## config.mk

```make
export PLATFORM = sky130hd
export DESIGN_NAME = fifo_to_multilane_bridge
export DESIGN_NICKNAME = d
export VERILOG_FILES = /design/src/rtl/fifo_to_multilane_bridge.sv
export SDC_FILE = /design/constraint.sdc
export NUM_CORES = 1
export LEC_CHECK = 0
export ABC_AREA = 1
export CAP_MARGIN = 20
export CORE_ASPECT_RATIO = 1.5
export CORE_UTILIZATION = 43
export CTS_CLUSTER_DIAMETER = 30
export CTS_CLUSTER_SIZE = 28
export DETAILED_ROUTE_END_ITERATION = 16
export HOLD_SLACK_MARGIN = 0.15
export PLACE_DENSITY = 0.73
export SLEW_MARGIN = 0
export SYNTH_ARGS = -nofsm -noshare
export SYNTH_HDL_FRONTEND = slang
export SYNTH_SLANG_ARGS = --single-unit
```

## constraint.sdc

```tcl
create_clock -name clk -period 1.3 [get_ports clk]
set_input_delay 0.195 -clock clk [delete_from_list [all_inputs] [get_ports clk]]
set_output_delay 0.195 -clock clk [all_outputs]
set_load 0.02 [all_outputs]
```

## src/rtl/fifo_to_multilane_bridge.sv

```systemverilog
// Bridges a show-ahead 33-bit FIFO (LP flag + 4 bytes) onto LANES byte lanes in lockstep,
// framing each same-mode run of words as a packet with start/finish strobes and an idle gap.
module fifo_to_multilane_bridge #(
   parameter int LANES = 4,
   parameter int TMO_W = 16
) (
   input  logic                 clk,
   input  logic                 rst_n,
   input  logic [32:0]          fifo_data,
   input  logic                 fifo_empty,
   output logic                 fifo_read,
   output logic                 mode_lp,
   output logic                 lane_start,
   output logic                 lane_fin,
   output logic [8*LANES-1:0]   lane_data,
   input  logic                 lane_rqst,
   input  logic [TMO_W-1:0]     p2p_timeout,
   output logic                 busy,
   output logic                 rqst_err
);

   typedef enum logic [2:0] {IDLE, START, ACTIVE, FIN, GAP} state_t;

   state_t            state_reg, state_next;
   logic [31:0]       buf_reg, buf_next;
   logic [1:0]        ptr_reg, ptr_next;
   logic [TMO_W-1:0]  cnt_reg, cnt_next;
   logic              mode_reg, mode_next;
   logic              err_reg, err_next;
   logic              last_slice;
   logic              same_mode;

   // A slice is the last one when it reaches the end of the 4-byte word.
   assign last_slice = (({1'b0, ptr_reg} + 3'(LANES)) >= 3'd4);
   assign same_mode  = (fifo_data[32] == mode_reg);

   always_ff @(posedge clk or negedge rst_n) begin
      if (!rst_n) begin
         state_reg <= IDLE;
         buf_reg   <= '0;
         ptr_reg   <= '0;
         cnt_reg   <= '0;
         mode_reg  <= 1'b0;
         err_reg   <= 1'b0;
      end else begin
         state_reg <= state_next;
         buf_reg   <= buf_next;
         ptr_reg   <= ptr_next;
         cnt_reg   <= cnt_next;
         mode_reg  <= mode_next;
         err_reg   <= err_next;
      end
   end

   always_comb begin
      state_next = state_reg;
      buf_next   = buf_reg;
      ptr_next   = ptr_reg;
      cnt_next   = cnt_reg;
      mode_next  = mode_reg;
      err_next   = err_reg | (lane_rqst && (state_reg != ACTIVE));
      fifo_read  = 1'b0;
      lane_start = 1'b0;
      lane_fin   = 1'b0;
      case (state_reg)
         IDLE: begin
            if (!fifo_empty) begin
               fifo_read  = 1'b1;
               buf_next   = fifo_data[31:0];
               mode_next  = fifo_data[32];
               ptr_next   = 2'd0;
               state_next = START;
            end
         end
         START: begin
            lane_start = 1'b1;
            state_next = ACTIVE;
         end
         ACTIVE: begin
            if (lane_rqst) begin
               if (!last_slice) begin
                  ptr_next = ptr_reg + 2'(LANES);
               end else if (!fifo_empty && same_mode) begin
                  // Same-mode follow-on word extends the packet without a bubble.
                  fifo_read = 1'b1;
                  buf_next  = fifo_data[31:0];
                  ptr_next  = 2'd0;
               end else begin
                  state_next = FIN;
               end
            end
         end
         FIN: begin
            lane_fin   = 1'b1;
            cnt_next   = p2p_timeout;
            state_next = (p2p_timeout != '0) ? GAP : IDLE;
         end
         GAP: begin
            cnt_next = cnt_reg - TMO_W'(1);
            if (cnt_reg <= TMO_W'(1)) begin
               state_next = IDLE;
            end
         end
         default: begin
            state_next = IDLE;
         end
      endcase
   end

   genvar gi;
   generate
      for (gi = 0; gi < LANES; gi++) begin : g_lane
         logic [1:0] idx;
         assign idx = ptr_reg + 2'(gi);
         assign lane_data[8*gi +: 8] = (state_reg == ACTIVE) ? buf_reg[{idx, 3'b000} +: 8] : 8'd0;
      end
   endgenerate

   assign busy     = (state_reg != IDLE);
   assign mode_lp  = mode_reg;
   assign rqst_err = err_reg;

endmodule

```

==> results.cfg, run 1 <==
[timing]
rsz0062_at_grt = true
setup_viol = 85
post-route-min-period_ns = 1.64
skew_ns = 0.00642
maxSlewHeadroom_pct = 75.8
hold_viol = 0
worst_slew_pin_slew_ns = 0.360
fmax_ghz = 0.609
finalWorstSetupSlack_ns = -0.341
slew_viol_final = 0
min_period_over_period_pct = 126

[floorplanning]
core_um2 = 6580
initial_utilization_pct = 45.1
die_h_um = 104
dieWidth_um = 69.8
num_rows = 36
ios = 91
die_area_um2 = 7240

[setup_path]
cpPeakStageDelay_ns = 0.42
cp.required_ns = 1.11
slowest_stage = dfrtp_1
crit_family = flip-flops
cp.buffers_inverters = 2
critical_path_class = reg2out
cp_cell_sequence = nor2_4 -> nand2_4 -> buf_12 -> nor2_1 -> buf_4
cp_max_fo = 26
startpoint_type = flop
cp-end-kind = output pin
r2r_slack_ns = -0.26
crit_arrival_ns = 1.45

[worst_hold_path]
hp-class = in2async

[synth]
synth_area_um2 = 2970
synth_edf_count = 0
synthCells = 399
yosysWarningCount = 0
syn_nets = 454
synth_compound_area_share_pct = 14.1
synth-xor-area-share_pct = 0
muxShareOfSynthArea_pct = 0
ys_types = 27
avgSynthCellArea_um2 = 7.44
synthAdderAreaFrac_pct = 0.844
yosys_most_used_dff = dfrtp_1
synth-simple-area-share_pct = 28.8
ys_seq_elements = 53
async_flop_share_pct = 100
yosysSeqAreaShare_pct = 44.7
synth_top_family_by_area = simple AND/OR/NAND/NOR gates

[routing]
vias = 3171
wl_per_cell_um = 15.1
first_pass_iters = 4
drtAntennaViolNets = 0
wirelength_mm = 9.40
drcViolationCount = 0
dr.first_iter.drc_count = 159
viasPerCell = 5.09

[layout]
instances_no_fill = 623
fillers = 476
fin_area_um2 = 4960
num_antenna_cells = 0
mostFrequentLayoutCells = 88 x nand2_1, 57 x inv_1, 55 x buf_4
largest_reg_flops = 32
drive_gt1_share_pct = 38.4
nets = 601
syn2layout_area_growth_pct = 67.2
layout.cells.most_common = nand2_1

[global_routing]
grt_max_degree = 54
grt_util_all_layers_pct = 25.6
grt_pass1_vias = 3251
grt_antenna_before_repair = 0
grt-ovfl-total = 0
grt_pass1_wl_mm = 14.8

[clocking]
clock_latency_ns = 0.32
cts_buffer_depth = 2
cts_buffers = 5
cts_tree = yes
root_buffer = clkbuf_8
cts_sinks = 53
clkTransAtPathRegs_ns = 0.10
htreeDepth = 2

[placement]
io_buffers = 90
dp.cells = 589
dp_hpwl_mm = 5.49
gp_congestion = 0.886
place_area_um2 = 4200

[run_status]
status = finished, violations left
failed_checks = setup timing

[pwr]
ir_worst_vdd_uv = 504
p_leak_uw = 0.00236
powerDensity_nw_per_um2 = 614
finalPower_uw = 3050

[job]
maxCapViolCount = 0
-- logic make-up after synthesis --
group | count (synthesis)
and+or+nand+nor | 205
buffers and inverters | 78
AOI/OAI and AO/OA | 61
DFF | 53
adders and majority gates | 2
-- synthesized netlist by cell type, drive strengths merged, types with 2 or more instances --
master,count,share of area [%]
nand2,110,15
nor2,69,9.2
inv,65,8.2
dfrtp,53,45
o21ai,48,11
nand3,21,3.7
buf,9,2.8
a21oi,5,0.84
o211ai,4,1.0
clkbuf,3,0.38
ha,2,0.84
nor4,2,0.42
o22ai,2,0.42
-- through the flow --
step	worst slack (ns)	utilization (%)	TNS (ns)	hold WS, ns
finish	-0.341	75.4	-18.97	0.410
global route	-0.375	75.4	-24.39	0.425
CTS	-0.318	70.9	-18.33	0.404
detailed placement	-0.615	63.8	-30.66	0.212
global placement	-0.593	63.8	-28.64	0.209
floorplan	-0.0453	-	-1.55	-0.101
-- where the power goes --
group / switching, uW / internal, uW / total [uW]
clock network: 606 / 390 / 997
logic: 137 / 197 / 334
registers: 14.7 / 1700 / 1710
total: 758 / 2290 / 3050
-- worst min-delay path: stages --
cell and delay [ns]:
dlygate4sd3_1 0.54, buf_2 0.13, buf_12 0.26
-- layer usage --
metal | up-vias | GRT usage (%) | wire length [um]
li1 | 1530 | - | -
met1 | 1475 | 28.0 | 3510
met2 | 141 | 46.3 | 5080
met3 | 25 | 4.86 | 518
met4 | 0 | 12.3 | 281
met5 | - | 0 | 0
-- path summary, 6_finish.rpt --
path                                from      endpoint  depth (start not counted)
min reg2reg                     rqst_err      rqst_err                          1
min                                rst_n   buf_reg[14]                          3
max                         state_reg[2]  lane_data[5]                          5
max reg2reg                      mode_lp   buf_reg[21]                         10
max in group asynchronous          rst_n    cnt_reg[5]                          3
min in group clk           fifo_data[20]   buf_reg[20]                          3
-- cell type report --
cell class	instances	area (um^2)	area share (%)
clock buffer	5	68.8	1.39
clock inverter	3	25.0	0.505
multi-input combinational	268	1590	32.0
timing repair inverter	1	6.26	0.126
inverter	66	262	5.27
timing repair buffer	151	1590	32.0
tap	76	95.1	1.92
sequential	53	1330	26.8
-- timing repair --
item                                   in CTS  in global routing
endpoints found under the hold margin      53                  0
setup buffers                              10                 11
hold buffers                                1                  0
cloned                                      7                  2
resized for setup                         250                 79
setup endpoints to repair                  87                 87
pin swaps                                   4                 18
Power figures use the tool's default switching activity.
==> run 2: changes to the inputs <==
--- a/config.mk
+++ b/config.mk
@@ -5,10 +5,9 @@
 export SDC_FILE = /design/constraint.sdc
 export NUM_CORES = 1
 export LEC_CHECK = 0
-export ABC_AREA = 1
 export CAP_MARGIN = 20
 export CORE_ASPECT_RATIO = 1.5
-export CORE_UTILIZATION = 43
+export CORE_UTILIZATION = 42
 export CTS_CLUSTER_DIAMETER = 30
 export CTS_CLUSTER_SIZE = 28
 export DETAILED_ROUTE_END_ITERATION = 16
==> run 2 against run 1 <==
  * The flow still finishes with violations (setup timing)
  * Die area fell by 2.4%
  * First-iteration DRC count down 43%
  * Critical path depth unchanged
  * Non-clock buffer count increased by 16
  * Global-route usage fell by 2.0 points
  * Via count fell by 18%
  * Design area fell by 0.10%
  * Synthesized cell count is 39% lower
  * Register-to-register slack got worse by 0.26 ns
  * Critical endpoint is now buf_reg[29]
==> results.cfg, run 2 <==
[synth]
synth_area_um2 = 2830
synthTopCellsByCount = 53 x dfrtp_1, 32 x and2_1, 29 x mux2_4
async_flop_share_pct = 100
yosysMostFrequentCell = dfrtp_1
synth_area_leaders = dfrtp_1 47%, mux2_4 15%, and2_1 7.1%, buf_12 2.1%, nand2_1 2.0%
synth_edf_count = 0
ys_seq_elements = 53
synth_top_area_share_pct = 46.9
ys_types = 50
yosysWarningCount = 0
avgSynthCellArea_um2 = 11.6
syn_nets = 299
synthCells = 244
yosys_most_used_dff = dfrtp_1
yosysTopAreaCell = dfrtp_1
yosysSeqAreaShare_pct = 46.9

[pwr]
p_sw_uw = 4070
p_leak_uw = 0.00226
p_sw_share_pct = 36.3
finalPower_uw = 11200
power_frac_clock_pct = 10.5
p_int_uw = 7140
p_seq_share_pct = 27.6
powerDensity_nw_per_um2 = 2260
ir_worst_vdd_uv = 1510
comb_power_share_pct = 61.9

[routing]
wl_per_cell_um = 17.4
wirelength_mm = 8.37
dr.first_iter.drc_count = 90
viasPerCell = 5.39
drcViolationCount = 0
vias = 2599
drtAntennaViolNets = 0
first_pass_iters = 4

[clocking]
clock_latency_ns = 0.32
cts_tree = yes
cts_buffer_depth = 2
clkTransAtPathRegs_ns = 0.10
cts_sinks = 53
root_buffer = clkbuf_8
cts_buffers = 5
htreeDepth = 2

[timing]
min_period_over_period_pct = 140
skew_ns = 0.0156
post-route-min-period_ns = 1.82
maxSlewHeadroom_pct = 73.2
hold_viol = 0
finalWorstSetupSlack_ns = -0.521
tns_ns = -38.12
slew_viol_final = 0
worst_slew_pin_slew_ns = 0.401
rsz0062_at_grt = true
fmax_ghz = 0.549
setup_viol = 87

[job]
maxCapViolCount = 0

[worst_hold_path]
hp-class = in2async

[run_status]
status = finished, violations left
failed_checks = setup timing

[placement]
gp_congestion = 0.922
dp_hpwl_mm = 5.17
io_buffers = 90

[layout]
drive_gt1_share_pct = 57.9
regArea_um2 = 1330
layout.cells.most_common = buf_6
nets = 460
multiInputGateArea_um2 = 1740
fillers = 407
mostFrequentLayoutCells = 62 x buf_6, 51 x clkdlybuf4s50_1, 50 x dfrtp_1
syn2layout_area_growth_pct = 75.3
largest_reg_flops = 32
num_antenna_cells = 0

[setup_path]
startpoint_type = flop
reg2reg_depth = 5
cp.buffers_inverters = 1
cpPeakStageDelay_ns = 0.45
crit_family = compound AO/OA/AOI/OAI gates
cp_cell_sequence = xnor2_2 -> nand2_1 -> a2111o_2 -> buf_6 -> mux2_4
crit_cells = 5
cp-end-kind = flop
cp.required_ns = 1.50
critical_path_class = reg2reg
cp_max_fo = 32
slowest_stage = a2111o_2
crit_arrival_ns = 2.02

[global_routing]
grt_antenna_before_repair = 0
grt-ovfl-total = 0
grt_pass1_wl_mm = 12.1
grt_pass1_vias = 2639
grt_util_all_layers_pct = 23.6
grt_max_degree = 54

[floorplanning]
die_area_um2 = 7070
die_h_um = 102
core_um2 = 6490
initial_utilization_pct = 43.6
num_rows = 36
dieWidth_um = 69.0
ios = 91
[run 2: cell types whose count changed after synthesis, sizes merged, moves of 6 or more]
cell	previous run	this run
and2	0	32
nor2	69	12
inv	65	5
o21ai	48	5
nor4	2	8
mux2	0	33
nand3	21	4
nand2	110	16
[run 2: kinds of logic after synthesis]
logic type | after synthesis | share of synthesized area [%]
AND/OR/NAND/NOR | 99 | 20.2
flip-flops | 53 | 46.9
AO/OA/AOI/OAI | 36 | 9.25
multiplexers | 34 | 17.4
buffers and inverters | 18 | 4.78
XOR/XNOR | 2 | 0.620
adder cells (fa/ha/maj) | 2 | 0.885
[run 2: path summary, 6_finish.rpt]
| kind | from | end | slack (ns) |
|---|---|---|---|
| worst min register to register | buf_reg[28] | buf_reg[28] | 0.52 |
| max in group asynchronous | rst_n | mode_lp | 0.63 |
| min in group clk | fifo_data[11] | buf_reg[11] | 0.48 |
| worst min-delay path | rst_n | cnt_reg[2] | 0.39 |
| worst max-delay path | mode_lp | buf_reg[29] | -0.52 |
| worst max register to register | mode_lp | buf_reg[29] | -0.52 |
[run 2: area by class of cell]
cell class / instances / area share (%)
Tap cell: 76 / 1.92
Timing Repair Buffer: 167 / 33.4
Sequential cell: 53 / 26.8
Inverter: 5 / 0.379
Multi-Input combinational cell: 173 / 35.1
Clock inverter: 1 / 0.606
Clock buffer: 7 / 1.74
[run 2: per-stage QoR]
step,hold WS [ns],cells,instance area (um^2),setup WS [ns],util [%]
floorplan,-0.101,244,3080,-0.404,-
global placement,0.213,451,4320,-0.896,66.6
detailed placement,0.213,451,4320,-0.885,66.6
CTS,0.409,476,4760,-0.470,73.4
global route,0.408,482,4950,-0.613,76.4
finish,0.387,482,4950,-0.521,76.4
[run 2: routing by layer]
metal	GRT usage, %	vias up	part of all wire [%]
li1	-	1207	-
met1	26.7	1266	38
met2	40.3	101	54
met3	5.25	25	5.4
met4	11.9	0	2.9
met5	0	-	0
[run 2: worst reg2reg max path: stages (launching register included)]
cell	delay (ns)
dfrtp_2	0.43
xnor2_2	0.15
nand2_1	0.09
a2111o_2	0.45
buf_6	0.24
mux2_4	0.35
[run 2: what timing repair did]
action                                  CTS  global route
hold buffers                              1             0
setup buffers                            15             9
endpoints found under the setup margin   88            89
hold endpoints to repair                 53             0
pin swaps                                12            28
gates cloned                              2             1
resized for setup                       253            45
[run 2: power groups by stage]
stage | sequential, uW | combinational, uW | clock, uW
3_5_place_dp | 3070 | 5580 | 0
6_report | 3090 | 6940 | 1180
4_1_cts | 3060 | 6490 | 1200
2_1_floorplan | 3000 | 3720 | 0
5_1_grt | 3190 | 7350 | 1260
3_3_place_gp | 3070 | 5460 | 0
==> run 3: changes to the inputs <==
--- a/config.mk
+++ b/config.mk
@@ -7,6 +7,7 @@
 export LEC_CHECK = 0
 export CAP_MARGIN = 20
 export CORE_ASPECT_RATIO = 1.5
+export CORE_MARGIN = 2
 export CORE_UTILIZATION = 42
 export CTS_CLUSTER_DIAMETER = 30
 export CTS_CLUSTER_SIZE = 28
==> run 3 against run 2 <==
  * The run still ends with setup timing left
  * Setup slack worse by 0.018 ns
  * Wire length fell by 0.84%
  * Count of clock-buffer cells in the layout unchanged
  * Clock power shrank 16%
  * Via count decreased by 1.7%
  * Total power shrank 2.6%
  * Critical path depth unchanged
  * Die area rose by 4.9%
  * First-iteration DRC count is 43% higher
  * Combinational power is 2% lower
  * Maximum frequency decreased by 0.98%
==> results.cfg, run 3 (synthesis gave the netlist of run 2 again) <==
[run_status]
status = finished, violations left
failed_checks = setup timing

[layout]
largest_reg_flops = 32
fin_area_um2 = 4910
multiInputGateArea_um2 = 1720
fillers = 416
fin_util_pct = 75.6
num_antenna_cells = 0
mostFrequentLayoutCells = 57 x buf_6, 51 x clkdlybuf4s50_1, 49 x dfrtp_1, 49 x buf_4, 32 x and2_4
nets = 459
regArea_um2 = 1330
layout.cells.most_common = buf_6
syn2layout_area_growth_pct = 73.6
instances_no_fill = 481
drive_gt1_share_pct = 57.0

[clocking]
cts_sinks = 53
clock_latency_ns = 0.31
cts_buffers = 5
htreeDepth = 2
cts_buffer_depth = 2
cts_tree = yes
clkTransAtPathRegs_ns = 0.09
root_buffer = clkbuf_8

[pwr]
powerDensity_nw_per_um2 = 2230
ir_worst_vdd_uv = 1390
p_leak_uw = 0.00224

[timing]
tns_ns = -36.27
setup_viol = 88
maxSlewHeadroom_pct = 73.1
rsz0062_at_grt = true
skew_ns = 0.00523
hold_viol = 0
post-route-min-period_ns = 1.84
min_period_over_period_pct = 141
slew_viol_final = 0
finalWorstSetupSlack_ns = -0.539
fmax_ghz = 0.544
worst_slew_pin_slew_ns = 0.404

[setup_path]
startpoint_type = flop
crit_arrival_ns = 1.64
critical_path_class = reg2out
cp.required_ns = 1.11
cp-end-kind = output pin
cp_max_fo = 6

[floorplanning]
core_um2 = 6490
dieWidth_um = 71.0
die_area_um2 = 7420
initial_utilization_pct = 43.6
num_rows = 36
die_h_um = 104
ios = 91

[global_routing]
grt_pass1_wl_mm = 12.8
grt_use_met2_pct = 39.3
grt-ovfl-total = 0
grt_antenna_before_repair = 0
grt_pass1_vias = 2745
grt_max_degree = 33
use_met3_pct = 6.40
use_met1_pct = 24.0
busiest_layer = met2
grt_util_all_layers_pct = 21.8

[placement]
dp_hpwl_mm = 5.58
dp.cells = 454
place_area_um2 = 4340
io_buffers = 90
gp_congestion = 0.880

[routing]
first_pass_iters = 4
wl_per_cell_um = 17.3
viasPerCell = 5.31
wirelength_mm = 8.30
drcViolationCount = 0
vias = 2554
drtAntennaViolNets = 0
dr.first_iter.drc_count = 129

[worst_hold_path]
hp-class = in2async

[job]
maxCapViolCount = 0
run 3: per-layer routing:
| layer | routed length [um] | vias to the layer above |
|---|---|---|
| met2 | 4370 | 107 |
| li1 | - | 1195 |
| met1 | 3050 | 1228 |
| met3 | 578 | 24 |
| met4 | 301 | 0 |
| met5 | 0 | - |
run 3: worst paths after layout:
check | from | endpoint | slack [ns] | cells after the start
max | state_reg[2] | lane_data[8] | -0.54 | 5
min | rst_n | cnt_reg[2] | 0.33 | 2
max reg2reg | mode_lp | buf_reg[3] | -0.50 | 5
min reg2reg | rqst_err | rqst_err | 0.48 | 1
max in group asynchronous | rst_n | state_reg[0] | 0.46 | 3
min in group clk | rqst_err | rqst_err | 0.48 | 1
run 3: critical path, stage by stage, from the launching register on:
cell	delay [ns]
dfrtp_2	0.46
nor3b_4	0.32
buf_6	0.17
clkbuf_16	0.14
and2_4	0.13
buf_6	0.11
run 3: metrics by stage:
stage	total power [uW]	hold slack, ns	setup slack, ns
detailed placement	8700	0.123	-0.898
floorplan	6720	-0.101	-0.404
global placement	8580	0.119	-0.897
global route	11500	0.337	-0.628
CTS	10500	0.323	-0.494
finish	10900	0.328	-0.539
run 3: area by class of cell:
| cell class | count | area share, % |
|---|---|---|
| inverters | 5 | 0.383 |
| repair buffers | 166 | 33.6 |
| multi-input cells | 173 | 35.0 |
| clock inverters | 1 | 0.153 |
| clock buffers | 7 | 1.76 |
| well taps | 76 | 1.94 |
| flip-flops and latches | 53 | 27.1 |
run 3: report_power, final:
group          leakage [uW]  internal (uW)  switching [uW]
clock network     0.0000445            434             563
registers          0.000625           2450             655
logic               0.00157           4040            2780
run 3: what timing repair did:
action                                  4_1_cts  5_1_grt
hold endpoints to repair                     53        0
resized for setup                           252       36
setup buffers                                13        8
pin swaps                                    12       31
endpoints found under the setup margin       88       86
cloned                                        1        2
hold buffers                                  1        0
